`config.mk`:
```
export PLATFORM = sky130hd
export DESIGN_NAME = sdc_data_framer
export DESIGN_NICKNAME = d
export VERILOG_FILES = /design/src/rtl/sdc_pkg.sv /design/src/rtl/sdc_slot_counter.sv /design/src/rtl/sdc_data_framer.sv
export SDC_FILE = /design/constraint.sdc
export NUM_CORES = 1
export LEC_CHECK = 0
export CAP_MARGIN = 20
export CORE_MARGIN = 4
export CORE_UTILIZATION = 54
export DETAILED_ROUTE_END_ITERATION = 10
export GPL_ROUTABILITY_DRIVEN = 0
export HOLD_SLACK_MARGIN = 0.02
export MAX_ROUTING_LAYER = met4
export PLACE_DENSITY = 0.8
export SYNTH_ARGS = -nofsm -noshare
export SYNTH_HDL_FRONTEND = slang
export SYNTH_SLANG_ARGS = --single-unit
```
`constraint.sdc`:
```
create_clock -name clk -period 2.6 [get_ports clk]
set_clock_uncertainty 0.1 [all_clocks]
set_input_delay 0.26 -clock clk [delete_from_list [all_inputs] [get_ports clk]]
set_output_delay 0.26 -clock clk [all_outputs]
set_load 0.005 [all_outputs]
```
`src/rtl/sdc_pkg.sv`:
```
// sdc_pkg: shared definitions for the SD-card DAT write framer.
//   sdc_state_t     - framer phase encoding
//   slots_per_byte  - bit slots needed to move one byte over the DAT bus
//   data_slots      - payload bit slots per block
//   CRC_BITS_DEF    - CRC16 bits per DAT line
package sdc_pkg;

    localparam int CRC_BITS_DEF = 16;

    typedef enum logic [2:0] {
        S_IDLE,
        S_START,
        S_DATA,
        S_CRC,
        S_END,
        S_WAITBUSY
    } sdc_state_t;

    function automatic int slots_per_byte(input int bus_width);
        return 8 / bus_width;
    endfunction

    function automatic int data_slots(input int block_bytes, input int bus_width);
        return block_bytes * slots_per_byte(bus_width);
    endfunction

endpackage

```
`src/rtl/sdc_slot_counter.sv`:
```
// sdc_slot_counter: bit-slot counter shared by the DATA, CRC and busy-wait phases.
//   clk, rst_n - clock, asynchronous active-low reset
//   en         - increment this cycle
//   clr        - synchronous clear, wins over en
//   q          - current slot index
module sdc_slot_counter #(
    parameter int W = 12
) (
    input  logic         clk,
    input  logic         rst_n,
    input  logic         en,
    input  logic         clr,
    output logic [W-1:0] q
);

    always_ff @(posedge clk or negedge rst_n) begin
        if (!rst_n)
            q <= '0;
        else if (clr)
            q <= '0;
        else if (en)
            q <= q + W'(1);
    end

endmodule

```
`src/rtl/sdc_data_framer.sv`:
```
// sdc_data_framer: frames one or more data blocks on a 1/4-bit SD DAT bus
// (start bit, payload, CRC, end bit, card-busy wait) and emits the strobes
// for the parallel-to-serial shifter and the per-line CRC16 generators.
// Every step is qualified by the bit-slot enable `count`.
//   clk, resetCounter        - clock, asynchronous active-low reset
//   start, numBlocks         - request and block count (0 means 1), IDLE only
//   count, cardBusy, abort   - slot enable, DAT0 busy, synchronous cancel
//   load, shift, bytes       - shifter strobes
//   block, endCRC            - last payload / last CRC slot of a block
//   startBit, crcPhase, endBit, busy - phase indications (state only)
//   blockIdx                 - 0-based index of the block being sent
//   done, aborted            - registered one-cycle completion pulses
module sdc_data_framer
    import sdc_pkg::*;
#(
    parameter int BLOCK_BYTES = 512,
    parameter int BUS_WIDTH   = 1,
    parameter int CRC_BITS    = CRC_BITS_DEF,
    parameter int NBLK_W      = 8
) (
    input  logic              clk,
    input  logic              resetCounter,
    input  logic              start,
    input  logic [NBLK_W-1:0] numBlocks,
    input  logic              count,
    input  logic              cardBusy,
    input  logic              abort,
    output logic              load,
    output logic              shift,
    output logic              bytes,
    output logic              startBit,
    output logic              crcPhase,
    output logic              endBit,
    output logic              block,
    output logic              endCRC,
    output logic [NBLK_W-1:0] blockIdx,
    output logic              busy,
    output logic              done,
    output logic              aborted
);

    localparam int SPB      = slots_per_byte(BUS_WIDTH);
    localparam int DSLOTS   = data_slots(BLOCK_BYTES, BUS_WIDTH);
    localparam int SLOT_MAX = (DSLOTS > CRC_BITS) ? DSLOTS : CRC_BITS;
    localparam int SLOT_W   = (SLOT_MAX > 1) ? $clog2(SLOT_MAX) : 1;

    localparam logic [SLOT_W-1:0] DATA_LAST = SLOT_W'(DSLOTS - 1);
    localparam logic [SLOT_W-1:0] CRC_LAST  = SLOT_W'(CRC_BITS - 1);
    localparam logic [SLOT_W-1:0] BYTE_MASK = SLOT_W'(SPB - 1);

    sdc_state_t        state, state_n;
    logic [SLOT_W-1:0] slot;
    logic              cnt_en, cnt_clr;
    logic [NBLK_W-1:0] last_idx;
    logic              latch, idx_inc, done_n, aborted_n;
    logic              last_data, byte_end, crc_last;

    sdc_slot_counter #(.W(SLOT_W)) u_slot (
        .clk   (clk),
        .rst_n (resetCounter),
        .en    (cnt_en),
        .clr   (cnt_clr),
        .q     (slot)
    );

    assign last_data = (slot == DATA_LAST);
    assign byte_end  = ((slot & BYTE_MASK) == BYTE_MASK);
    assign crc_last  = (slot == CRC_LAST);

    assign startBit = (state == S_START);
    assign crcPhase = (state == S_CRC);
    assign endBit   = (state == S_END);
    assign busy     = (state != S_IDLE);

    always_comb begin
        state_n   = state;
        cnt_en    = 1'b0;
        cnt_clr   = 1'b0;
        latch     = 1'b0;
        idx_inc   = 1'b0;
        done_n    = 1'b0;
        aborted_n = 1'b0;
        load      = 1'b0;
        shift     = 1'b0;
        bytes     = 1'b0;
        block     = 1'b0;
        endCRC    = 1'b0;
        // abort overrides everything, including a coincident count
        if (state != S_IDLE && abort) begin
            state_n   = S_IDLE;
            cnt_clr   = 1'b1;
            aborted_n = 1'b1;
        end else begin
            case (state)
                S_IDLE: begin
                    cnt_clr = 1'b1;
                    if (start) begin
                        latch   = 1'b1;
                        state_n = S_START;
                    end
                end
                S_START: begin
                    load = count;   // first payload byte goes in with the start bit
                    if (count) begin
                        cnt_clr = 1'b1;
                        state_n = S_DATA;
                    end
                end
                S_DATA: if (count) begin
                    shift = 1'b1;
                    bytes = byte_end;
                    // the byte after the final one belongs to no block
                    load  = byte_end && !last_data;
                    block = last_data;
                    if (last_data) begin
                        cnt_clr = 1'b1;
                        state_n = S_CRC;
                    end else begin
                        cnt_en = 1'b1;
                    end
                end
                S_CRC: if (count) begin
                    endCRC = crc_last;
                    if (crc_last) begin
                        cnt_clr = 1'b1;
                        state_n = S_END;
                    end else begin
                        cnt_en = 1'b1;
                    end
                end
                S_END: if (count) begin
                    cnt_clr = 1'b1;
                    state_n = S_WAITBUSY;
                end
                S_WAITBUSY: if (count) begin
                    // slot saturates at 1: the first counted slot only opens the
                    // card response window, release is honoured from the second on
                    if (slot != '0 && !cardBusy) begin
                        cnt_clr = 1'b1;
                        if (blockIdx == last_idx) begin
                            state_n = S_IDLE;
                            done_n  = 1'b1;
                        end else begin
                            idx_inc = 1'b1;
                            state_n = S_START;
                        end
                    end else if (slot == '0) begin
                        cnt_en = 1'b1;
                    end
                end
                default: state_n = S_IDLE;
            endcase
        end
    end

    always_ff @(posedge clk or negedge resetCounter) begin
        if (!resetCounter) begin
            state    <= S_IDLE;
            blockIdx <= '0;
            last_idx <= '0;
            done     <= 1'b0;
            aborted  <= 1'b0;
        end else begin
            state   <= state_n;
            done    <= done_n;
            aborted <= aborted_n;
            if (latch) begin
                blockIdx <= '0;
                last_idx <= (numBlocks == '0) ? '0 : numBlocks - NBLK_W'(1);
            end else if (idx_inc) begin
                blockIdx <= blockIdx + NBLK_W'(1);
            end
        end
    end

endmodule

```
==> results by group, run 1 <==
Yosys
  – Syn_nets: 266
  – Ys async rst share: 100.0%
  – Primary FF master, synth: dfrtp_1
  – Post-Syn Area: 0.002135 sq mm
  – Post-synth EDFFs: 0
  – Mean Syn Cell Area: between 8 and 9 sq um
  – Library cells used by synthesis: 41
  – Cells after Synth: 247
  – Sequential area share after synthesis: roughly two fifths
  – Ys Warns: 0
  – Flops & latches, synth: 33

Final layout
  – Most frequent cells in the layout: dfrtp_1, clkdlybuf4s50_1, nand2_1
  – Finished Cell Area: approximately 0.0027 sq mm
  – Fin util: around 73%
  – # fillers: 314
  – Non-Filler Instances: approximately 340
  – Area Growth Syn to Fin: 27.26%
  – Antenna diode count: 0
  – Fraction of layout cells with a size suffix above 1: approximately a tenth
  – Nets: about 310

Timing
  – Achievable Freq: approximately 400 MHz
  – Period minus WS final: 2.521 ns
  – Rel. slew slack: 64.57%
  – # setup viols final: 0
  – Worst setup margin: roughly 0.08 ns
  – RSZ-0062 raised after global routing: true
  – Max Slew Vio Count: 0
  – Post-route clock period utilization: 96.98%
  – Final Hold Viols: 0
  – Worst slew pin tran: 0.5279 ns

Placement
  – Buffers added on ports: 32
  – Dpl cell area: between 0.002 and 0.003 sq mm
  – HPWL after DPL: roughly 3700 um
  – Worst slack, placed: between 0.2 and 0.25 ns
  – Inst Count DP: 328

Routing
  – Final ANT Viol Nets: 0
  – 1st-iter DRT viols: slightly above 200
  – DRC: 0
  – Drt wl/cell: roughly 15 um
  – DRT Wirelength: roughly 5100 um
  – Drt pass-1 iters: 4
  – Via/cell ratio: around 6
  – Via count: 2,035

CTS
  – Latest clock arrival within the worst-skew pair: 0.29 ns
  – # hold bufs at CTS: 0
  – CTS tree: done
  – H-tree levels: 2
  – CTS root buffer: clkbuf_8
  – Num CTS Buffers: 5
  – CTS Buffer Depth: 2
  – CTS sink count: 33
  – Reg clk slew, reported paths: around 0.07 ns

Floorplan
  – CORE AREA: 0.003744 sq mm
  – Core Rows: 22
  – Die height: 70.87 um
  – Full die area: 0.005023 sq mm
  – I/O pins: 33
  – Chip width: about 71 um
  – Initial Utilization: about 57%

Power
  – Cell internal pwr: 1.186 mW
  – Final total power: about 1.8 mW
  – Pwr Density: 672.3 mW/mm^2
  – Combinational group share of total power: 34.8%
  – Sequential power share: between 30 and 40%
  – Sw frac: a little over a third
  – Peak VDD IR: between 0.4 and 0.5 mV
  – Clock power share: between 20% and 30%
  – Leak: 1.046 nW
  – Switching power: about 640 uW

Setup path
  – Buf+Inv Stages, Crit Path: 2
  – Crit path cell chain: buf_4 -> inv_1 -> ha_1 -> nor3b_1 -> and3_1 -> or4_4 -> or4_1 -> a21oi_1
  – Worst-path fanout max: 14
  – Kind of cell adding the most delay to the critical path: simple AND/OR/NAND/NOR gates
  – Critical Path RT: approximately 2.7 ns
  – Critical path class: reg2reg
  – Worst path max stage delay: around 0.57 ns
  – Worst EP arrival: 2.64 ns
  – Crit path launch type: flip-flop
  – Crit-path slowest cell: or4_4
  – Worst setup EP type: flip-flop

Global route
  – Vias in the first global route: approximately 1,800
  – Largest net degree at the start of global routing: 34
  – GRT overflow: 0
  – GRT Resource Usage Total: between 20% and 30%
  – Initial antenna violation count: 0
  – First-pass GRT wire length: about 8600 um

Run status
  – Outcome: completed

Job
  – Max-cap viol count: 0

Hold path
  – Worst hold path type: in2async
## registers in the layout, indices dropped and copies added, names as in the netlist
register	count
u_slot.q	12
blockIdx	8
done	1
last_idx	8
state	3
aborted	1
## path summary, 6_finish.rpt
path	end	cells past startpoint	slack [ns]	start
min in group clk	last_idx[6]$_DFFE_PN0P_	2	0.41	last_idx[6]$_DFFE_PN0P_
max in group asynchronous	u_slot.q[0]$_DFFE_PN0P_	2	1.80	resetCounter
setup / recovery	blockIdx[5]$_DFFE_PN0P_	8	0.08	u_slot.q[1]$_DFFE_PN0P_
hold reg to reg	last_idx[6]$_DFFE_PN0P_	2	0.41	last_idx[6]$_DFFE_PN0P_
setup reg to reg	blockIdx[5]$_DFFE_PN0P_	8	0.08	u_slot.q[1]$_DFFE_PN0P_
hold / removal	done$_DFF_PN0_	2	0.28	resetCounter
## per-stage QoR
step | setup TNS [ns] | hold slack, ns
2_1_floorplan | 0 | -0.1356
3_3_place_gp | 0 | 0.3863
4_1_cts | 0 | 0.2891
6_report | 0 | 0.2750
3_5_place_dp | 0 | 0.3971
5_1_grt | -0.03921 | 0.3181
## worst register-to-register path: stages, from the launching register on
cell	delay, ns
dfrtp_1	0.43
buf_4	0.15
inv_1	0.04
ha_1	0.17
nor3b_1	0.15
and3_1	0.21
or4_4	0.57
or4_1	0.49
a21oi_1	0.15
## cell usage after synthesis (all sizes together), types with 2 or more instances
| cell type | n | share of area (%) |
|---|---|---|
| o31ai | 7 | 2.5 |
| inv | 10 | 1.8 |
| or3 | 4 | 1.2 |
| a21oi | 16 | 3.8 |
| nand2 | 22 | 3.9 |
| nor3 | 10 | 2.3 |
| or4 | 9 | 3.3 |
| and3 | 4 | 1.2 |
| o21a | 3 | 1.1 |
| and4 | 4 | 1.6 |
| xor2 | 3 | 1.2 |
| o21ai | 16 | 3.8 |
| and2 | 7 | 2.1 |
| nor3b | 3 | 1.1 |
| nand4 | 11 | 3.2 |
| o2111ai | 4 | 1.6 |
| nor2b | 3 | 0.88 |
| ha | 5 | 2.9 |
| nor2 | 15 | 2.6 |
| nor4 | 4 | 1.2 |
| a211oi | 2 | 0.70 |
| mux2i | 3 | 1.4 |
| and3b | 2 | 0.82 |
| o21bai | 2 | 0.70 |
| dfrtp | 33 | 39 |
| nand2b | 8 | 2.3 |
| xnor2 | 12 | 4.9 |
| buf | 2 | 0.47 |
| clkbuf | 7 | 1.2 |
| nand3 | 6 | 1.4 |
## routing by layer
metal | share of wire [%] | vias up | global-route usage (%)
li1 | - | 1007 | -
met2 | 46 | 61 | 32.96
met3 | 6.5 | 10 | 4.830
met4 | 1.3 | 0 | 5.428
met5 | 0 | - | -
met1 | 46 | 957 | 29.68
## power by group through the flow
stage	sequential, mW	clock [mW]	combinational [mW]
after floorplan	0.652	0	0.433
after global placement	0.683	0	0.619
after detailed placement	0.690	0	0.626
after CTS	0.681	0.516	0.630
after global routing	0.695	0.537	0.714
final	0.682	0.508	0.636
## timing repair
action                     in CTS  in global routing
pin swaps                       1                  1
buffers inserted                1                  1
resized for setup               0                  7
setup endpoints to repair       1                  4
## layout make-up
| cell class | count | area [sq um] | share of cell area (%) |
|---|---|---|---|
| tap | 48 | 60.06 | 2.211 |
| multi-input combinational | 195 | 1261 | 46.43 |
| clock inverter | 2 | 37.54 | 1.382 |
| inverter | 10 | 37.54 | 1.382 |
| sequential | 33 | 827.0 | 30.45 |
| clock buffer | 6 | 82.58 | 3.040 |
| timing repair buffer | 44 | 410.4 | 15.11 |
## cells by family (layout without fill, tap and decap cells)
| kind of cell | Yosys count | in the layout | synth area share [%] |
|---|---|---|---|
| compound gates | 59 | 59 | 17.82 |
| fa+ha+maj | 5 | 5 | 2.931 |
| simple gates | 113 | 113 | 29.54 |
| buf+inv | 19 | 62 | 3.459 |
| xor+xnor | 15 | 15 | 6.155 |
| mux | 3 | 3 | 1.407 |
| flops | 33 | 33 | 38.69 |
(Power assumes the default switching activity.)
==> run 2: changes to the inputs <==
- CORE_UTILIZATION: 54 -> 49
- PLACE_DENSITY: 0.8 -> 0.77
- clock period: 2.6 -> 2.1 ns (I/O delays scaled with it)
==> results by group, run 2 (synthesized netlist as in run 1, its figures left out) <==
Floorplan
  – Initial Utilization: between 50% and 60%
  – Die height: 74 um
  – I/O pins: 33
  – CORE AREA: between 0.004 and 0.005 sq mm
  – Core Rows: 23
  – Full die area: roughly 0.0055 sq mm
  – Chip width: between 70 and 80 um

Routing
  – Via/cell ratio: roughly 6.0
  – Drt wl/cell: 16.14 um
  – DRC: 0
  – Drt pass-1 iters: 4
  – Via count: ~2,300
  – Final ANT Viol Nets: 0
  – DRT Wirelength: 6118 um
  – 1st-iter DRT viols: between 150 and 200

Final layout
  – Area Growth Syn to Fin: 46.89%
  – Multi-input logic area: ~0.0014 sq mm
  – Most frequent cells in the layout: buf_4, dfrtp_1, clkdlybuf4s50_1
  – Biggest regs: u_slot.q x12, blockIdx x8, last_idx x8
  – Nets: 347
  – Fraction of layout cells with a size suffix above 1: between 20% and 30%
  – Flip-flop count of the largest register after layout: 12
  – Non-Filler Instances: around 380
  – Finished Cell Area: ~0.0031 sq mm
  – Largest Register: u_slot.q
  – Fin util: between 70% and 80%
  – Seq. cell area: between 800 and 900 sq um
  – # fillers: approximately 290
  – Antenna diode count: 0
  – Commonest non-fill, non-tap cell in the layout: buf_4

Setup path
  – Worst EP arrival: about 2.4 ns
  – Buf+Inv Stages, Crit Path: 1
  – Crit path launch type: flip-flop
  – Critical Path RT: 2.22 ns
  – Worst setup EP type: flip-flop
  – Worst-path fanout max: 7
  – Critical path class: reg2reg
  – Kind of cell adding the most delay to the critical path: simple AND/OR/NAND/NOR gates
  – Crit path cell chain: o31a_1 -> buf_4 -> or4_4 -> or4_4 -> a21oi_2
  – Crit-path slowest cell: or4_4
  – Crit path depth: 5
  – Worst path max stage delay: 0.56 ns
  – CP most frequent cell: or4_4
  – R2R cell count: 5

CTS
  – H-tree levels: 2
  – Num CTS Buffers: 5
  – CTS tree: done
  – CTS sink count: 33
  – CTS Buffer Depth: 2
  – # hold bufs at CTS: 0
  – CTS root buffer: clkbuf_8
  – Latest clock arrival within the worst-skew pair: 0.29 ns
  – Reg clk slew, reported paths: roughly 0.07 ns

Timing
  – Final Hold Viols: 0
  – Rel. slew slack: between 60% and 70%
  – RSZ-0062 raised after global routing: true
  – Max Slew Vio Count: 0
  – Achievable Freq: 449.1 MHz
  – Worst setup margin: -0.1266 ns
  – Period minus WS final: 2.227 ns
  – Setup_tns: -0.5918 ns
  – Worst slew pin tran: between 0.4 and 0.5 ns
  – Hold Slack: 0.2333 ns
  – Post-route clock period utilization: 106.0%
  – # setup viols final: 14

Global route
  – First-pass GRT wire length: 10,090 um
  – GRT Resource Usage Total: 24.58%
  – Vias in the first global route: 2,221
  – GRT overflow: 0
  – Largest net degree at the start of global routing: 34
  – Initial antenna violation count: 0

Run status
  – Outcome: complete, but fails checks
  – Failing checks: setup timing

Job
  – Max-cap viol count: 0

Placement
  – Buffers added on ports: 32
  – HPWL after DPL: around 4200 um
  – Dpl cell area: roughly 0.0028 sq mm
  – Inst Count DP: between 300 and 400

Power
  – Peak VDD IR: around 0.53 mV
  – Pwr Density: ~820 mW/mm^2
  – Leak: 1.314 nW

Hold path
  – Worst hold path type: in2async
==> run 2: per-layer routing <==
| metal | track usage (%) | wire [um] |
|---|---|---|
| met2 | 40.16 | 2961 |
| met4 | 8.853 | 143 |
| met5 | - | 0 |
| met3 | 4.054 | 315 |
| met1 | 30.74 | 2697 |
==> run 2: final cells by class <==
type                       count  share of cell area [%]
multi-input combinational    195                   43.66
tap                           50                   1.995
sequential                    33                   26.42
inverter                      10                   1.197
timing repair buffer          83                   22.91
clock buffer                   6                   2.634
clock inverter                 2                   1.197
==> run 2: final timing paths <==
kind,slack [ns],start,end
hold / removal,0.23,resetCounter,done$_DFF_PN0_
setup reg to reg,-0.13,state[0]$_DFFE_PN0P_,blockIdx[5]$_DFFE_PN0P_
setup / recovery,-0.13,state[0]$_DFFE_PN0P_,blockIdx[5]$_DFFE_PN0P_
hold reg to reg,0.41,last_idx[7]$_DFFE_PN0P_,last_idx[7]$_DFFE_PN0P_
max in group asynchronous,1.34,resetCounter,state[1]$_DFFE_PN0P_
min in group clk,0.41,last_idx[7]$_DFFE_PN0P_,last_idx[7]$_DFFE_PN0P_
==> run 2: where the power goes <==
group | internal (mW) | switching (mW)
clock network | 0.386 | 0.250
registers | 0.738 | 0.0817
logic | 0.518 | 0.587
total | 1.64 | 0.919
==> run 2: timing repair <==
action,CTS,global route
gates cloned,0,0
endpoints found under the hold margin,0,0
setup buffers,10,0
resized for setup,24,20
setup endpoints to repair,24,29
pin swaps,10,5
==> run 2: through the flow <==
| step | worst slack, ns | total power, mW |
|---|---|---|
| after CTS | -0.1372 | 2.508 |
| after global placement | -0.06825 | 1.727 |
| after detailed placement | -0.1235 | 1.762 |
| after global routing | -0.2049 | 2.713 |
| final | -0.1266 | 2.561 |
| after floorplan | -0.01945 | 1.344 |
==> run 3: changes to the inputs <==
- CORE_MARGIN: 4 -> 2
- TNS_END_PERCENT: unset -> 5
==> results by group, run 3 (synthesized netlist as in run 1, its figures left out) <==
Setup path
  – Worst-path fanout max: 4
  – Critical path class: reg2out
  – Crit-path slowest cell: clkdlybuf4s50_1
  – CP most frequent cell: buf_4
  – Crit path cell chain: buf_4 -> buf_4 -> nand2b_1 -> nor2_2 -> clkdlybuf4s50_1
  – Worst setup EP type: primary output
  – Reg2reg setup slack: -0.11 ns
  – R2R cell count: 8
  – Critical Path RT: between 1.5 and 2 ns
  – Crit path launch type: flip-flop
  – Crit Reg-Reg Startpoint: u_slot.q[1]$_DFFE_PN0P_
  – Buf+Inv Stages, Crit Path: 3
  – Reg2reg end: blockIdx[5]$_DFFE_PN0P_
  – Worst EP arrival: roughly 1.9 ns
  – Kind of cell adding the most delay to the critical path: buffers and inverters
  – Worst path max stage delay: about 0.53 ns

CTS
  – Latest clock arrival within the worst-skew pair: a little under 0.3 ns
  – CTS Buffer Depth: 2
  – CTS root buffer: clkbuf_8
  – Num CTS Buffers: 5
  – CTS sink count: 33
  – CTS tree: done
  – Reg clk slew, reported paths: about 0.080 ns
  – H-tree levels: 2

Final layout
  – Antenna diode count: 0
  – Flip-flop count of the largest register after layout: 12
  – Commonest non-fill, non-tap cell in the layout: buf_4
  – Finished Cell Area: ~0.0031 sq mm
  – Most frequent cells in the layout: buf_4, dfrtp_1, clkdlybuf4s50_1
  – Fraction of layout cells with a size suffix above 1: a little over a quarter
  – Largest Register: u_slot.q
  – Biggest regs: u_slot.q x12, blockIdx x8, last_idx x8
  – Nets: approximately 350
  – Area Growth Syn to Fin: 47.19%
  – # fillers: about 310
  – Non-Filler Instances: 380

Routing
  – Final ANT Viol Nets: 0
  – 1st-iter DRT viols: 178
  – Via count: 2,223
  – Drt pass-1 iters: 4
  – Drt wl/cell: ~16 um
  – DRC: 0
  – Via/cell ratio: ~5.9
  – DRT Wirelength: between 6000 and 7000 um

Timing
  – Achievable Freq: 447.8 MHz
  – # setup viols final: 19
  – RSZ-0062 raised after global routing: true
  – Post-route clock period utilization: 106.3%
  – Max Slew Vio Count: 0
  – Setup_tns: -1.132 ns
  – Final Hold Viols: 0
  – Worst setup margin: -0.1333 ns
  – Rel. slew slack: around two thirds
  – Period minus WS final: between 2 and 2.5 ns
  – Worst slew pin tran: between 0.5 and 0.6 ns

Global route
  – GRT overflow: 0
  – First-pass GRT wire length: about 10,000 um
  – Initial antenna violation count: 0
  – GRT Resource Usage Total: 26.26%
  – Vias in the first global route: around 2,200
  – Largest net degree at the start of global routing: 34

Power
  – Leak: around 1.3 nW
  – Peak VDD IR: 0.4025 mV
  – Pwr Density: 809.9 mW/mm^2

Placement
  – HPWL after DPL: a little under 4000 um
  – Inst Count DP: 366
  – Dpl cell area: 0.002821 sq mm
  – Buffers added on ports: 32
  – Worst slack, placed: -0.1567 ns

Floorplan
  – CORE AREA: 0.004264 sq mm
  – Die height: 70 um
  – Full die area: 0.004900 sq mm
  – Core Rows: 24
  – Initial Utilization: between 50% and 60%
  – I/O pins: 33
  – Chip width: approximately 70 um

Hold path
  – Worst hold path type: in2async

Job
  – Max-cap viol count: 0

Run status
  – Failing checks: setup timing
  – Outcome: complete, but fails checks
run 3: timing repair:
action | in CTS | in global routing
endpoints found under the hold margin | 0 | 0
hold buffers | 0 | 0
setup endpoints to repair | 25 | 30
pin swaps | 16 | 3
resized for setup | 28 | 21
buffers inserted | 6 | 0
run 3: routing by layer:
layer / part of all wire (%) / global-route usage (%) / vias up
li1: - / - / 1074
met1: 45 / 34.45 / 1065
met2: 49 / 40.95 / 69
met3: 4.3 / 5.195 / 15
met4: 2.0 / 8.974 / 0
met5: 0 / - / -
run 3: worst max-delay path by stage:
stage / start / end / slack [ns] / cells past startpoint
global placement: u_slot.q[1]$_DFFE_PN0P_ / blockIdx[5]$_DFFE_PN0P_ / -0.1 / 7
CTS: u_slot.q[1]$_DFFE_PN0P_ / blockIdx[5]$_DFFE_PN0P_ / -0.11 / 8
finish: state[1]$_DFFE_PN0P_ / startBit / -0.13 / 5
detailed placement: u_slot.q[1]$_DFFE_PN0P_ / blockIdx[5]$_DFFE_PN0P_ / -0.16 / 7
global route: u_slot.q[5]$_DFFE_PN0P_ / u_slot.q[5]$_DFFE_PN0P_ / -0.19 / 10
floorplan: u_slot.q[0]$_DFFE_PN0P_ / blockIdx[7]$_DFFE_PN0P_ / -0.04 / 8
run 3: area by class of cell:
type	instances	area (sq um)	share of cell area [%]
sequential	33	827.0	26.32
clock buffer	7	86.33	2.748
clock inverter	1	30.03	0.9558
inverter	10	40.04	1.274
tap	52	65.06	2.071
timing repair buffer	82	709.4	22.58
multi-input combinational	195	1384	44.05
run 3: power by group:
group          switching [mW]  internal (mW)
combinational           0.572          0.527
sequential             0.0799          0.739
clock                   0.240          0.387
run 3: stage by stage:
stage | utilization (%) | hold WS [ns] | power (mW)
global route | 73.68 | 0.2654 | 2.683
CTS | 72.15 | 0.2353 | 2.496
detailed placement | 66.17 | 0.3932 | 1.761
finish | 73.68 | 0.2053 | 2.545
global placement | 66.17 | 0.3864 | 1.737
floorplan | - | -0.1856 | 1.344
run 3: worst reg2reg max path: cells and delay by family (launching register included):
family	cells	cell delay [ns]
AND/OR/NAND/NOR	4	1.22
adder cells (fa/ha/maj)	1	0.14
AO/OA/AOI/OAI	1	0.12
buffers and inverters	2	0.17
flip-flops	1	0.39
